==> config.mk <==
export PLATFORM = sky130hd
export DESIGN_NAME = cache_axi_arbiter
export DESIGN_NICKNAME = d
export VERILOG_FILES = /design/src/rtl/cache_axi_pkg.sv /design/src/rtl/cache_axi_arbiter.sv
export SDC_FILE = /design/constraint.sdc
export NUM_CORES = 1
export LEC_CHECK = 0
export CORE_AREA = 5 5 156 158
export CTS_CLUSTER_SIZE = 40
export DETAILED_ROUTE_END_ITERATION = 12
export DIE_AREA = 0 0 161 163
export PLACE_DENSITY = 0.48
export REMOVE_ABC_BUFFERS = 1
export SETUP_SLACK_MARGIN = 0.4
export SLEW_MARGIN = 20
export SYNTH_ARGS = -nofsm -noshare
export SYNTH_HDL_FRONTEND = slang
export SYNTH_SLANG_ARGS = --single-unit
==> constraint.sdc <==
create_clock -name clk -period 4.7 [get_ports clk]
set_input_delay 0.705 -clock clk [delete_from_list [all_inputs] [get_ports clk]]
set_output_delay 0.705 -clock clk [all_outputs]
set_load 0.03 [all_outputs]
==> src/rtl/cache_axi_pkg.sv <==
// Shared types for the cache-to-AXI arbiter: read FSM states, read owner
// encoding and the AXI size code used by the caches.
package cache_axi_pkg;

  typedef enum logic [1:0] {
    R_IDLE = 2'd0,
    R_ADDR = 2'd1,
    R_DATA = 2'd2
  } rd_state_e;

  typedef enum logic {
    OWN_I = 1'b0,
    OWN_D = 1'b1
  } owner_e;

  localparam logic [2:0] SIZE_4B = 3'd2;

endpackage

==> src/rtl/cache_axi_arbiter.sv <==
// Merges icache and dcache AXI masters onto one AXI master: round-robin
// single-burst reads, dcache-only single-outstanding writes, read-after-write safe.
module cache_axi_arbiter
  import cache_axi_pkg::*;
#(
  parameter int ADDR_W = 32,
  parameter int DATA_W = 32
) (
  input  logic                clk,
  input  logic                rst,
  // icache read
  input  logic [ADDR_W-1:0]   i_araddr,
  input  logic [7:0]          i_arlen,
  input  logic [2:0]          i_arsize,
  input  logic                i_arvalid,
  output logic                i_arready,
  output logic [DATA_W-1:0]   i_rdata,
  output logic                i_rlast,
  output logic                i_rvalid,
  input  logic                i_rready,
  // dcache read
  input  logic [ADDR_W-1:0]   d_araddr,
  input  logic [7:0]          d_arlen,
  input  logic [2:0]          d_arsize,
  input  logic                d_arvalid,
  output logic                d_arready,
  output logic [DATA_W-1:0]   d_rdata,
  output logic                d_rlast,
  output logic                d_rvalid,
  input  logic                d_rready,
  // dcache write
  input  logic [ADDR_W-1:0]   d_awaddr,
  input  logic [7:0]          d_awlen,
  input  logic [2:0]          d_awsize,
  input  logic                d_awvalid,
  output logic                d_awready,
  input  logic [DATA_W-1:0]   d_wdata,
  input  logic [DATA_W/8-1:0] d_wstrb,
  input  logic                d_wlast,
  input  logic                d_wvalid,
  output logic                d_wready,
  output logic                d_bvalid,
  input  logic                d_bready,
  // merged master
  output logic [ADDR_W-1:0]   m_araddr,
  output logic [7:0]          m_arlen,
  output logic [2:0]          m_arsize,
  output logic                m_arvalid,
  input  logic                m_arready,
  input  logic [DATA_W-1:0]   m_rdata,
  input  logic                m_rlast,
  input  logic                m_rvalid,
  output logic                m_rready,
  output logic [ADDR_W-1:0]   m_awaddr,
  output logic [7:0]          m_awlen,
  output logic [2:0]          m_awsize,
  output logic                m_awvalid,
  input  logic                m_awready,
  output logic [DATA_W-1:0]   m_wdata,
  output logic [DATA_W/8-1:0] m_wstrb,
  output logic                m_wlast,
  output logic                m_wvalid,
  input  logic                m_wready,
  input  logic                m_bvalid,
  output logic                m_bready
);

  rd_state_e          state_q, state_d;
  owner_e             owner_q, last_grant_q;
  logic               wr_busy_q;
  logic               d_ok, grant_i, grant_d, in_data, own_d;
  logic [ADDR_W-1:0]  ar_addr_q;
  logic [7:0]         ar_len_q;
  logic [2:0]         ar_size_q;

  // Arbitration; gated by rst so arready drops asynchronously with reset.
  always_comb begin
    d_ok    = d_arvalid && !wr_busy_q;
    grant_i = 1'b0;
    grant_d = 1'b0;
    if (state_q == R_IDLE && !rst) begin
      if (d_ok && i_arvalid) begin
        if (last_grant_q == OWN_I) grant_d = 1'b1;
        else                       grant_i = 1'b1;
      end else if (d_ok) begin
        grant_d = 1'b1;
      end else if (i_arvalid) begin
        grant_i = 1'b1;
      end
    end
  end

  always_comb begin
    state_d = state_q;
    case (state_q)
      R_IDLE:  if (grant_i || grant_d) state_d = R_ADDR;
      R_ADDR:  if (m_arready) state_d = R_DATA;
      R_DATA:  if (m_rvalid && m_rready && m_rlast) state_d = R_IDLE;
      default: state_d = R_IDLE;
    endcase
  end

  always_ff @(posedge clk or posedge rst) begin
    if (rst) begin
      state_q      <= R_IDLE;
      owner_q      <= OWN_I;
      last_grant_q <= OWN_I;
      wr_busy_q    <= 1'b0;
    end else begin
      state_q <= state_d;
      if (grant_d) begin
        owner_q      <= OWN_D;
        last_grant_q <= OWN_D;
      end else if (grant_i) begin
        owner_q      <= OWN_I;
        last_grant_q <= OWN_I;
      end
      // A new AW acceptance wins over a same-cycle B completion.
      if (m_awvalid && m_awready)   wr_busy_q <= 1'b1;
      else if (m_bvalid && m_bready) wr_busy_q <= 1'b0;
    end
  end

  // Address/len/size capture carries no reset; it is only read after a grant.
  always_ff @(posedge clk) begin
    if (grant_d) begin
      ar_addr_q <= d_araddr;
      ar_len_q  <= d_arlen;
      ar_size_q <= d_arsize;
    end else if (grant_i) begin
      ar_addr_q <= i_araddr;
      ar_len_q  <= i_arlen;
      ar_size_q <= i_arsize;
    end
  end

  assign i_arready = grant_i;
  assign d_arready = grant_d;

  assign m_araddr  = ar_addr_q;
  assign m_arlen   = ar_len_q;
  assign m_arsize  = ar_size_q;
  assign m_arvalid = (state_q == R_ADDR);

  assign in_data  = (state_q == R_DATA);
  assign own_d    = (owner_q == OWN_D);
  assign m_rready = in_data && (own_d ? d_rready : i_rready);
  assign i_rvalid = in_data && !own_d && m_rvalid;
  assign d_rvalid = in_data &&  own_d && m_rvalid;
  assign i_rlast  = in_data && !own_d && m_rlast;
  assign d_rlast  = in_data &&  own_d && m_rlast;
  assign i_rdata  = m_rdata;
  assign d_rdata  = m_rdata;

  assign m_awaddr  = d_awaddr;
  assign m_awlen   = d_awlen;
  assign m_awsize  = d_awsize;
  assign m_awvalid = d_awvalid && !wr_busy_q;
  assign d_awready = m_awready && !wr_busy_q;

  assign m_wdata  = d_wdata;
  assign m_wstrb  = d_wstrb;
  assign m_wlast  = d_wlast;
  assign m_wvalid = d_wvalid;
  assign d_wready = m_wready;
  assign d_bvalid = m_bvalid;
  assign m_bready = d_bready;

endmodule

Word level (Yosys, flattened, before mapping):

Cells that the tools add are included.

* word-level logic and storage cells: 59
* output and inout bits: 201
* input port bits: 213
* flip-flop bits (word level): 47

* eq/ne operators: 5
* reductions and logical operators: 24
* muxes and demuxes: 24

Operators with widths (number)
* two-way mux 32 bit: 2
* logical AND 1 bit: 16
* two-way mux 8 bit: 2
* two-way mux 1 bit: 14
* two-way mux 2 bit: 3
* two-way mux 3 bit: 2
* != test 2 x 1 -> 1 bit, second input constant: 3
* one-hot mux 2 bit (3 select lines): 1
* nonzero test 2 bit: 2
* zero test 1 bit: 3
* AND reduction 3 bit: 1
* equality test 2 x 1 -> 1 bit, second input constant: 1
* equality test 2 bit, second input constant: 1
* zero test 2 bit: 1
* logical OR 1 bit: 1

Logic depth before layout (Yosys ltp):

Gate-level depths: netlist of the first run.

* word-level depth: 8
* depth in mapped cells: 5

Least setup slack after synthesis of the first run:

Ideal clock, no wire load.

* kind: input to register
* start: in rst
* end: reg ar_addr_q[0], in the netlist m_araddr[0], enable pin
* stages on the path: 2
* data arrival time: 1.963 ns
* setup slack: 2.333 ns
* required time: 4.296 ns
* path buffers: 0
* cells stage by stage: nor3_4 > o21a_1

* longest elaborated chain between the ends: 4

Ends and longest elaborated chain
* start: declaration: RTL line cache_axi_arbiter.sv:10 `input logic rst,`
* zero test 1 bit (no source line) (*)
* logical AND 1 bit (*): RTL line cache_axi_arbiter.sv:81 `if (state_q == R_IDLE && !rst) begin`
* two-way mux 1 bit: RTL line cache_axi_arbiter.sv:81
* nonzero test 2 bit (no source line) (*)
* end signal: assignment: RTL line cache_axi_arbiter.sv:127 `ar_addr_q <= d_araddr;`
* end signal: assignment: RTL line cache_axi_arbiter.sv:131 `ar_addr_q <= i_araddr;`
* end: declaration: RTL line cache_axi_arbiter.sv:72 `logic [ADDR_W-1:0] ar_addr_q;`

Mark *: on every way between the ends. The rest lies on a longest branch, timed or not.
A chain may end at the register's enable or synchronous reset.

Worst setup path after layout of the first run:

* start: in rst
* end: out i_arready

* longest elaborated chain between the ends: 3

Ends and longest elaborated chain
* zero test 1 bit (no source line)
* logical AND 1 bit: RTL line cache_axi_arbiter.sv:81
* two-way mux 1 bit: RTL line cache_axi_arbiter.sv:81
* end: declaration: RTL line cache_axi_arbiter.sv:16 `output logic i_arready,`

No other way between the ends.

==> metrics.csv, run 1 <==
stage,metric,value,unit
run_status,status,"finished, final reports clean",
yosys,netlist.area_leader.share,38.4,%
worst_setup_path,cp_common_cell,clkdlybuf4s50_1,
power_and_ir_drop,p_per_area,369,nW/µm²
worst_setup_path,startpoint_type,input pin,
timing,setup_viol,0,
yosys,synth_edf_count,43,
drt,wirelength,31700,µm
drt,vias,2094,
cells_and_area,fin_util,18.7,%
timing,period_needed,3060,ps
clock_tree,numCtsBuffers,5,
worst_setup_path,cp-endpoint,i_arready,
drt,drtAntennaViolNets,0,
yosys,synthTopCellsByArea,"edfxtp_1 38%, buf_4 33%, mux2_4 17%, dfrtp_1 3.0%, buf_6 1.3%",
worst_setup_path,crit_buf_inv,2,
yosys,avgSynthCellArea,12.4,µm²
worst_setup_path,end_kind,primary output,
worst_setup_path,r2r_cells,4,
floorplan,core_area,23000,µm²
placement,place_hpwl,29900,µm
cells_and_area,drive_gt1_share,19.8,%
yosys,synth_commonest_cells,"148 x buf_4, 43 x edfxtp_1, 39 x mux2_4",
drt,dr.pass1.iters,4,
clock_tree,ctsRootBufferMaster,clkbuf_16,
flow_run,max-cap-violations,0,
worst_setup_path,r2r_slack,2580,ps
timing,final.setup_skew,3.04,ps
timing,hold_viol,0,
yosys,synth.most_common_cell,buf_4,
grt,grt_util_all_layers,23.2,%
worst_setup_path,critPathMaxStageDelay,690,ps
placement,io_buffers,153,
cells_and_area,finalNetCount,495,
timing,tightest_slew,842,ps
timing,tns,0,ps
grt,grt_max_degree,44,
worst_setup_path,cp_top_family,buffers and inverters,
timing,rsz0062_at_grt,no,
floorplan,die-area,26200,µm²
drt,dr.first_iter.drc_count,97,
yosys,yosys_warnings,0,
worst_setup_path,slowest_stage,clkdlybuf4s50_1,
clock_tree,numClockSinks,47,
yosys,synth-async-reset-ratio,8.51,%
yosys,yosysUniqueCellTypes,20,
floorplan,start_util,14.6,%
cells_and_area,finalNonFillerCells,575,
floorplan,chipWidth,161,µm
floorplan,io_pins,414,
drt,drc,0,
clock_tree,clk_pin_slew,70,ps
worst_setup_path,critPathArrivalTime,2360,ps
yosys,ys_seq_elements,47,
power_and_ir_drop,peakVddDrop,0.000111,V
clock_tree,postCtsHoldBufs,0,
yosys,syn-instance-count,272,
yosys,synth_top_area_cell,edfxtp_1,
cells_and_area,area_delta_synth_final,27.8,%
clock_tree,postCtsSetupBuffers,0,
worst_setup_path,cp.depth,5,
worst_setup_path,path_cells,clkdlybuf4s50_1 > nor3_4 > nand2_1 > a21oi_1 > clkdlybuf4s50_1,
clock_tree,insertion_delay,300,ps
floorplan,die_h,163,µm
worst_setup_path,crit_required,3990,ps
grt,grt_pass1_vias,2179,
worst_setup_path,path_class,in -> out,
clock_tree,cts_tree,yes,
clock_tree,cts.htree.levels,2,
timing,period_share,65.2,%
grt,overflow,0,
worst_setup_path,worstReg2RegStart,wr_busy_q,
timing,slew_headroom,43.9,%
timing,fmax,327,MHz
clock_tree,clockBufferDepth,2,
grt,grt_pass1_wl,36200,µm
power_and_ir_drop,power.leakage,1.63,nW
yosys,netlist_area,3360,µm²
placement,gp_congestion,0.942,
worst_setup_path,worstPathMaxFanout,3,
clock_tree,cts-resized-gates,0,
drt,viasPerCell,3.64,
placement,placedCellCount,565,
yosys,ys_seq_area_share,41.4,%
grt,antenna_found_initial,3,
yosys,ys.flop_type,edfxtp_1,
worst_hold_path,hp-class,reg -> reg,
drt,wl_per_cell,55.2,µm
worst_setup_path,crit_start,rst,
floorplan,rows,56,
worst_setup_path,reg2reg_to,m_arsize[2],
cells_and_area,fillerInstances,2496,
timing,final_max_slew_viol_count,0,
[placed cells by master, fill, tap and decap left out]
cell             Yosys  layout
a21oi_1              2       2
a21o_1               2       2
edfxtp_1            43      43
clkbuf_8             0       1
clkinv_2             0       1
nor2_1               2       2
and2b_1              1       1
a31oi_1              1       1
o21ai_0              2       2
nor2b_1              5       5
buf_4              148       2
mux2i_1              1       1
clkbuf_16            0       5
dfrtp_1              4       4
nand3_4              1       1
bufinv_16            0       1
and3_1               2       2
clkdlybuf4s50_1      0     153
mux2_4              39      39
diode_2              0       2
o21a_2               0       1
nor3_4               1       1
mux2_2               4       4
inv_1                4       4
nand2_1              5       5
[per-stage QoR]
step	instance area, µm²	hold slack, ps	worst slack, ps	total power, mW
finish	4300	558	1640	1.59
global route	4290	560	1540	1.65
CTS	4290	546	1630	1.62
detailed placement	4120	536	1640	1.16
global placement	4120	527	1670	1.16
floorplan	2210	471	2110	0.875
[routing by layer]
metal,vias to the layer above,wire [µm],share of wire [%],track usage (%)
met1,896,5350,17,11.1
met3,30,9300,29,32.5
met4,4,912,2.9,6.86
met2,379,16100,51,41.3
li1,785,-,-,-
met5,-,96,0.30,2.46
[sequential cells by signal, summed over array words and instances, names as in the netlist]
signal / flops
state_q: 2
m_arsize: 3
m_araddr: 32
last_grant_q: 1
m_arlen: 8
wr_busy_q: 1
[layout make-up]
cell class | instances | area (µm²) | share of cell area, %
diodes | 2 | 5.00 | 0.116
clock buffers | 6 | 139 | 3.23
clock inverters | 2 | 35.0 | 0.815
inverters | 4 | 15.0 | 0.349
multi-input cells | 69 | 802 | 18.7
flip-flops and latches | 47 | 1390 | 32.4
well taps | 290 | 363 | 8.44
repair buffers | 155 | 1550 | 36.0
[power by group]
| group | total [mW] | internal (mW) | switching [mW] |
|---|---|---|---|
| clock | 0.437 | 0.265 | 0.172 |
| sequential | 0.587 | 0.548 | 0.0392 |
| combinational | 0.562 | 0.267 | 0.296 |
[cell families after synthesis]
kind of cell    Yosys count  synth area share, %
mux                      44                 19.0
compound gates            8                 1.45
buf+inv                 156                 34.8
simple gates             17                 3.31
flops                    47                 41.4
[how the worst min path moves through the flow]
stage	start	to	slack (ps)	cells past startpoint
global placement	wr_busy_q	wr_busy_q	530	1
finish	wr_busy_q	wr_busy_q	560	1
CTS	wr_busy_q	wr_busy_q	550	1
floorplan	rst	last_grant_q	470	1
detailed placement	wr_busy_q	wr_busy_q	540	1
global route	wr_busy_q	wr_busy_q	560	1
(Power assumes the default switching activity.)
==> run 2: changes to the inputs <==
clock period = 3.2 ns   (was 4.7 ns; I/O delays follow)
==> run 2 against run 1 <==
Combinational power rose by 48%. Setup slack worse by 1000 ps. Total power increased by 42%. Non-clock buffer count did not move. Clock skew increased by 3.3 ps. Clock power is 26% higher. Register-to-register slack lost 1500 ps. Via count about the same. Global-route usage grew 0.23 points. Highest routed layer unchanged.
==> metrics.csv, run 2 (synthesized netlist as in run 1, its figures left out) <==
stage,metric,value,unit,change
worst_setup_path,path_cells,clkdlybuf4s50_1 > nor3_4 > nand2_1 > a21oi_1 > clkdlybuf4s50_1,,
worst_setup_path,critPathArrivalTime,2090,ps,-270 ps
drt,dr.pass1.iters,4,,unchanged
floorplan,rows,56,,unchanged
timing,final_max_slew_viol_count,0,,unchanged
floorplan,core_area,23000,µm²,unchanged
flow_run,max-cap-violations,0,,unchanged
cells_and_area,finalNonFillerCells,573,,-0.35%
clock_tree,clockBufferDepth,2,,unchanged
floorplan,start_util,14.6,%,unchanged
grt,overflow,0,,unchanged
placement,gp_congestion,0.934,,-0.87%
worst_setup_path,path_class,in -> out,,
worst_setup_path,startpoint_type,input pin,,
drt,wl_per_cell,55.6,µm,+0.75%
clock_tree,postCtsHoldBufs,0,,unchanged
cells_and_area,final_cell_mix,"152 x clkdlybuf4s50_1, 43 x edfxtp_1, 39 x mux2_4",,
timing,final.setup_skew,6.38,ps,+3.34 ps
worst_setup_path,crit_required,2720,ps,-1270 ps
drt,drc,0,,unchanged
floorplan,die_h,163,µm,unchanged
worst_setup_path,slowest_stage,clkdlybuf4s50_1,,
timing,hold_viol,0,,unchanged
power_and_ir_drop,p_per_area,525,nW/µm²,+42%
timing,fin_ws,630,ps,-1010 ps
cells_and_area,area_delta_synth_final,27.7,%,about the same
cells_and_area,postLayoutCellArea,4290,µm²,about the same
timing,period_needed,2570,ps,
placement,place_area,4150,µm²,+0.85%
worst_setup_path,worstPathMaxFanout,3,,unchanged
worst_setup_path,critPathMaxStageDelay,690,ps,about the same
clock_tree,insertion_delay,300,ps,about the same
cells_and_area,fillerInstances,2504,,+0.32%
clock_tree,postCtsSetupBuffers,0,,unchanged
cells_and_area,antennaDiodeCount,0,,-2
worst_setup_path,cp_top_family,buffers and inverters,,
timing,rsz0062_at_grt,no,,
floorplan,chipWidth,161,µm,unchanged
grt,grt_pass1_wl,36500,µm,+0.80%
grt,grt_pass1_vias,2180,,+0.046%
timing,tns,0,ps,unchanged
power_and_ir_drop,peakVddDrop,0.000194,V,+76%
grt,met2_usage,42.7,%,+1.5 points
clock_tree,numClockSinks,47,,unchanged
drt,drtAntennaViolNets,0,,unchanged
cells_and_area,drive_gt1_share,19.8,%,unchanged
drt,wirelength,31900,µm,+0.40%
clock_tree,cts.htree.levels,2,,unchanged
power_and_ir_drop,power.leakage,1.62,nW,-0.34%
cells_and_area,finalNetCount,495,,unchanged
clock_tree,ctsRootBufferMaster,clkbuf_16,,
placement,place_hpwl,30000,µm,+0.42%
grt,use_met1,10.8,%,-0.32 points
worst_setup_path,cp_common_cell,clkdlybuf4s50_1,,
drt,dr.first_iter.drc_count,141,,+45%
timing,holdWs,473,ps,-85.0 ps
placement,place_ws,612,ps,-1030 ps
timing,slew_headroom,65.0,%,+21 points
clock_tree,numCtsBuffers,5,,unchanged
worst_setup_path,crit_buf_inv,2,,unchanged
grt,grt_use_met3,33.5,%,+1.0 points
clock_tree,clk_pin_slew,70,ps,about the same
cells_and_area,largest_reg_flops,32,,unchanged
placement,io_buffers,153,,unchanged
run_status,status,"finished, final reports clean",,
timing,setup_viol,0,,unchanged
grt,grt.busiest_layer,met2,,
grt,antenna_found_initial,3,,unchanged
grt,grt_max_degree,30,,-32%
drt,vias,2095,,+0.048%
timing,fmax,389,MHz,
clock_tree,cts-resized-gates,0,,unchanged
placement,placedCellCount,565,,unchanged
worst_setup_path,end_kind,primary output,,
timing,period_share,80.3,%,
worst_setup_path,r2r_slack,1090,ps,-1490 ps
clock_tree,cts_tree,yes,,
cells_and_area,layout_commonest_cell,clkdlybuf4s50_1,,
floorplan,io_pins,414,,unchanged
grt,grt_util_all_layers,23.4,%,+0.23 points
worst_hold_path,hp-class,in -> async,,
floorplan,die-area,26200,µm²,unchanged
drt,viasPerCell,3.66,,+0.40%
timing,tightest_slew,523,ps,-318 ps
[run 2: cell type report]
type                            instances  area, µm²  share of cell area [%]
Multi-Input combinational cell         69        802                    18.7
Clock inverter                          2       12.5                   0.291
Inverter                                4       15.0                   0.350
Timing Repair Buffer                  155       1580                    36.8
Tap cell                              290        363                    8.45
Clock buffer                            6        129                    3.00
Sequential cell                        47       1390                    32.4
[run 2: power by group]
part           internal, mW  switching [mW]
registers             0.804          0.0641
clock network         0.290           0.262
logic                 0.403           0.430
[run 2: path summary, 6_finish.rpt]
path | from | end | cells past startpoint
max in group asynchronous | rst | state_q[0] | 2
worst max-delay path | rst | i_arready | 5
worst min-delay path | rst | last_grant_q | 2
worst max register to register | state_q[1] | m_araddr[10] | 4
min in group clk | wr_busy_q | wr_busy_q | 1
worst min register to register | wr_busy_q | wr_busy_q | 1
[run 2: per-layer routing]
metal  wire length (µm)  vias to the layer above  share of wire, %
li1                   -                      785                 -
met4                553                        6               1.7
met2              16600                      398                52
met5                 30                        -             0.094
met1               5150                      877                16
met3               9500                       29                30
[run 2: through the flow]
step	utilization [%]	power, mW
detailed placement	18.1	1.72
CTS	18.7	2.29
floorplan	-	1.29
global placement	18.1	1.71
global route	18.7	2.35
finish	18.7	2.25
==> run 3: changes to the inputs <==
clock period = 2.5 ns   (was 3.2 ns; I/O delays follow)
==> run 3 against run 2 <==
Final area is 0.70% higher. Global-route usage hardly changed. Wire length up 0.29%. Critical path depth decreased by 3. Clock power up 30%. Setup slack worse by 170 ps. Hold slack worse by 110 ps. Critical path type unchanged.
==> metrics.csv, run 3 (synthesized netlist as in run 1, its figures left out) <==
stage,metric,value,unit,change
flow_run,max-cap-violations,0,,unchanged
clock_tree,cts.htree.levels,2,,unchanged
floorplan,die-area,26200,µm²,unchanged
power_and_ir_drop,peakVddDrop,0.000214,V,+10%
grt,antenna_found_initial,3,,unchanged
floorplan,core_area,23000,µm²,unchanged
worst_setup_path,critPathArrivalTime,1660,ps,-430 ps
drt,viasPerCell,3.70,,+1.1%
cells_and_area,fillerInstances,2509,,+0.20%
run_status,status,"finished, final reports clean",,
drt,drtAntennaViolNets,0,,unchanged
clock_tree,clockBufferDepth,2,,unchanged
worst_setup_path,cp_top_family,buffers and inverters,,
placement,place_hpwl,30100,µm,+0.32%
timing,tns,0,ps,unchanged
timing,period_share,81.5,%,
cells_and_area,largest_reg_flops,32,,unchanged
timing,period_needed,2040,ps,
worst_setup_path,crit_required,2120,ps,-600 ps
cells_and_area,fin_util,18.8,%,+0.13 points
timing,setup_viol,0,,unchanged
cells_and_area,area_delta_synth_final,28.6,%,
grt,grt_max_degree,45,,+50%
floorplan,rows,56,,unchanged
worst_setup_path,startpoint_type,input pin,,
worst_setup_path,path_class,in -> out,,
clock_tree,ctsRootBufferMaster,clkbuf_16,,
floorplan,die_h,163,µm,unchanged
clock_tree,numClockSinks,47,,unchanged
worst_setup_path,crit_buf_inv,2,,unchanged
cells_and_area,drive_gt1_share,21.4,%,+1.6 points
timing,slew_headroom,70.1,%,+5.1 points
cells_and_area,finalNetCount,497,,+0.40%
worst_setup_path,path_cells,clkdlybuf4s50_1 > clkdlybuf4s50_1,,
worst_setup_path,slowest_stage,clkdlybuf4s50_1,,
timing,hold_viol,0,,unchanged
drt,dr.first_iter.drc_count,91,,-35%
drt,dr.pass1.iters,4,,unchanged
cells_and_area,layout_commonest_cell,clkdlybuf4s50_1,,
timing,fmax,491,MHz,
clock_tree,clk_pin_slew,70,ps,about the same
timing,tightest_slew,447,ps,-76.3 ps
worst_hold_path,hp-class,in -> async,,
worst_setup_path,worstPathMaxFanout,2,,-1
clock_tree,postCtsHoldBufs,0,,unchanged
worst_setup_path,cp_common_cell,clkdlybuf4s50_1,,
floorplan,chipWidth,161,µm,unchanged
worst_setup_path,end_kind,primary output,,
clock_tree,numCtsBuffers,5,,unchanged
floorplan,io_pins,414,,unchanged
timing,final_max_slew_viol_count,0,,unchanged
clock_tree,cts_tree,yes,,
floorplan,start_util,14.6,%,unchanged
cells_and_area,final_cell_mix,"143 x clkdlybuf4s50_1, 43 x edfxtp_1, 39 x mux2_4",,
clock_tree,postCtsSetupBuffers,0,,unchanged
grt,grt_pass1_vias,2145,,-1.6%
drt,wl_per_cell,55.5,µm,-0.23%
worst_setup_path,critPathMaxStageDelay,720,ps,+30 ps
drt,drc,0,,unchanged
power_and_ir_drop,power.leakage,1.69,nW,+4.1%
drt,wirelength,32000,µm,+0.29%
grt,overflow,0,,unchanged
placement,gp_congestion,0.928,,-0.63%
drt,vias,2129,,+1.6%
timing,final.setup_skew,6.63,ps,+0.256 ps
grt,grt_pass1_wl,36600,µm,about the same
clock_tree,cts-resized-gates,10,,+10
grt,grt_util_all_layers,23.4,%,about the same
timing,rsz0062_at_grt,no,,
clock_tree,insertion_delay,300,ps,about the same
power_and_ir_drop,power,2.91,mW,+29%
power_and_ir_drop,p_per_area,672,nW/µm²,+28%
placement,io_buffers,153,,unchanged
## run 3: changes by cell type in the layout (fill, tap and decap cells not counted), sizes merged
cell,delta
clkinvlp,-1
clkbuf,+1
buf,+3
clkdlybuf4s50,-9
dlymetal6s2s,+1
dlygate4sd2,+7
diode,+1
## run 3: path summary, 6_finish.rpt
kind / from / to / slack (ps) / cells after the start
min in group clk: wr_busy_q / wr_busy_q / 550 / 1
hold / removal: rst / state_q[1] / 370 / 2
hold reg to reg: wr_busy_q / wr_busy_q / 550 / 1
setup reg to reg: state_q[1] / m_araddr[3] / 790 / 5
setup / recovery: m_bvalid / d_bvalid / 460 / 2
max in group asynchronous: rst / last_grant_q / 1960 / 2
## run 3: report_power, final
| part | total [mW] | internal (mW) | switching, mW |
|---|---|---|---|
| sequential | 1.11 | 1.03 | 0.0845 |
| clock | 0.715 | 0.398 | 0.317 |
| combinational | 1.08 | 0.516 | 0.561 |
| total | 2.91 | 1.94 | 0.962 |
## run 3: final cells by class
type	instances	area [µm²]	area share (%)
diodes	1	2.50	0.0579
multi-input cells	69	805	18.6
inverters	4	15.0	0.347
clock inverters	1	5.00	0.116
repair buffers	157	1600	37.0
flip-flops and latches	47	1390	32.2
well taps	290	363	8.39
clock buffers	7	143	3.30
## run 3: stage by stage
stage / hold slack [ps] / instance area, µm² / setup WS, ps / std cells
after floorplan: 141 / 2210 / 360 / 120
after global placement: 533 / 4170 / 195 / 567
after detailed placement: 533 / 4170 / 222 / 567
after CTS: 370 / 4320 / 420 / 575
after global routing: 380 / 4320 / 426 / 575
final: 366 / 4320 / 462 / 576
## run 3: per-layer routing
metal | wire length, µm | GRT usage, % | share of wire, % | up-vias
li1 | - | - | - | 789
met1 | 5200 | 10.8 | 16 | 910
met2 | 15600 | 40.5 | 49 | 384
met3 | 9390 | 33.0 | 29 | 40
met4 | 1550 | 9.62 | 4.8 | 6
met5 | 168 | 3.98 | 0.53 | -
## run 3: worst register-to-register path, delay by kind of cell (launching register included)
| family | cells | cell delay, ps |
|---|---|---|
| mux | 1 | 370 |
| simple gates | 2 | 320 |
| buf+inv | 2 | 340 |
| flops | 1 | 450 |
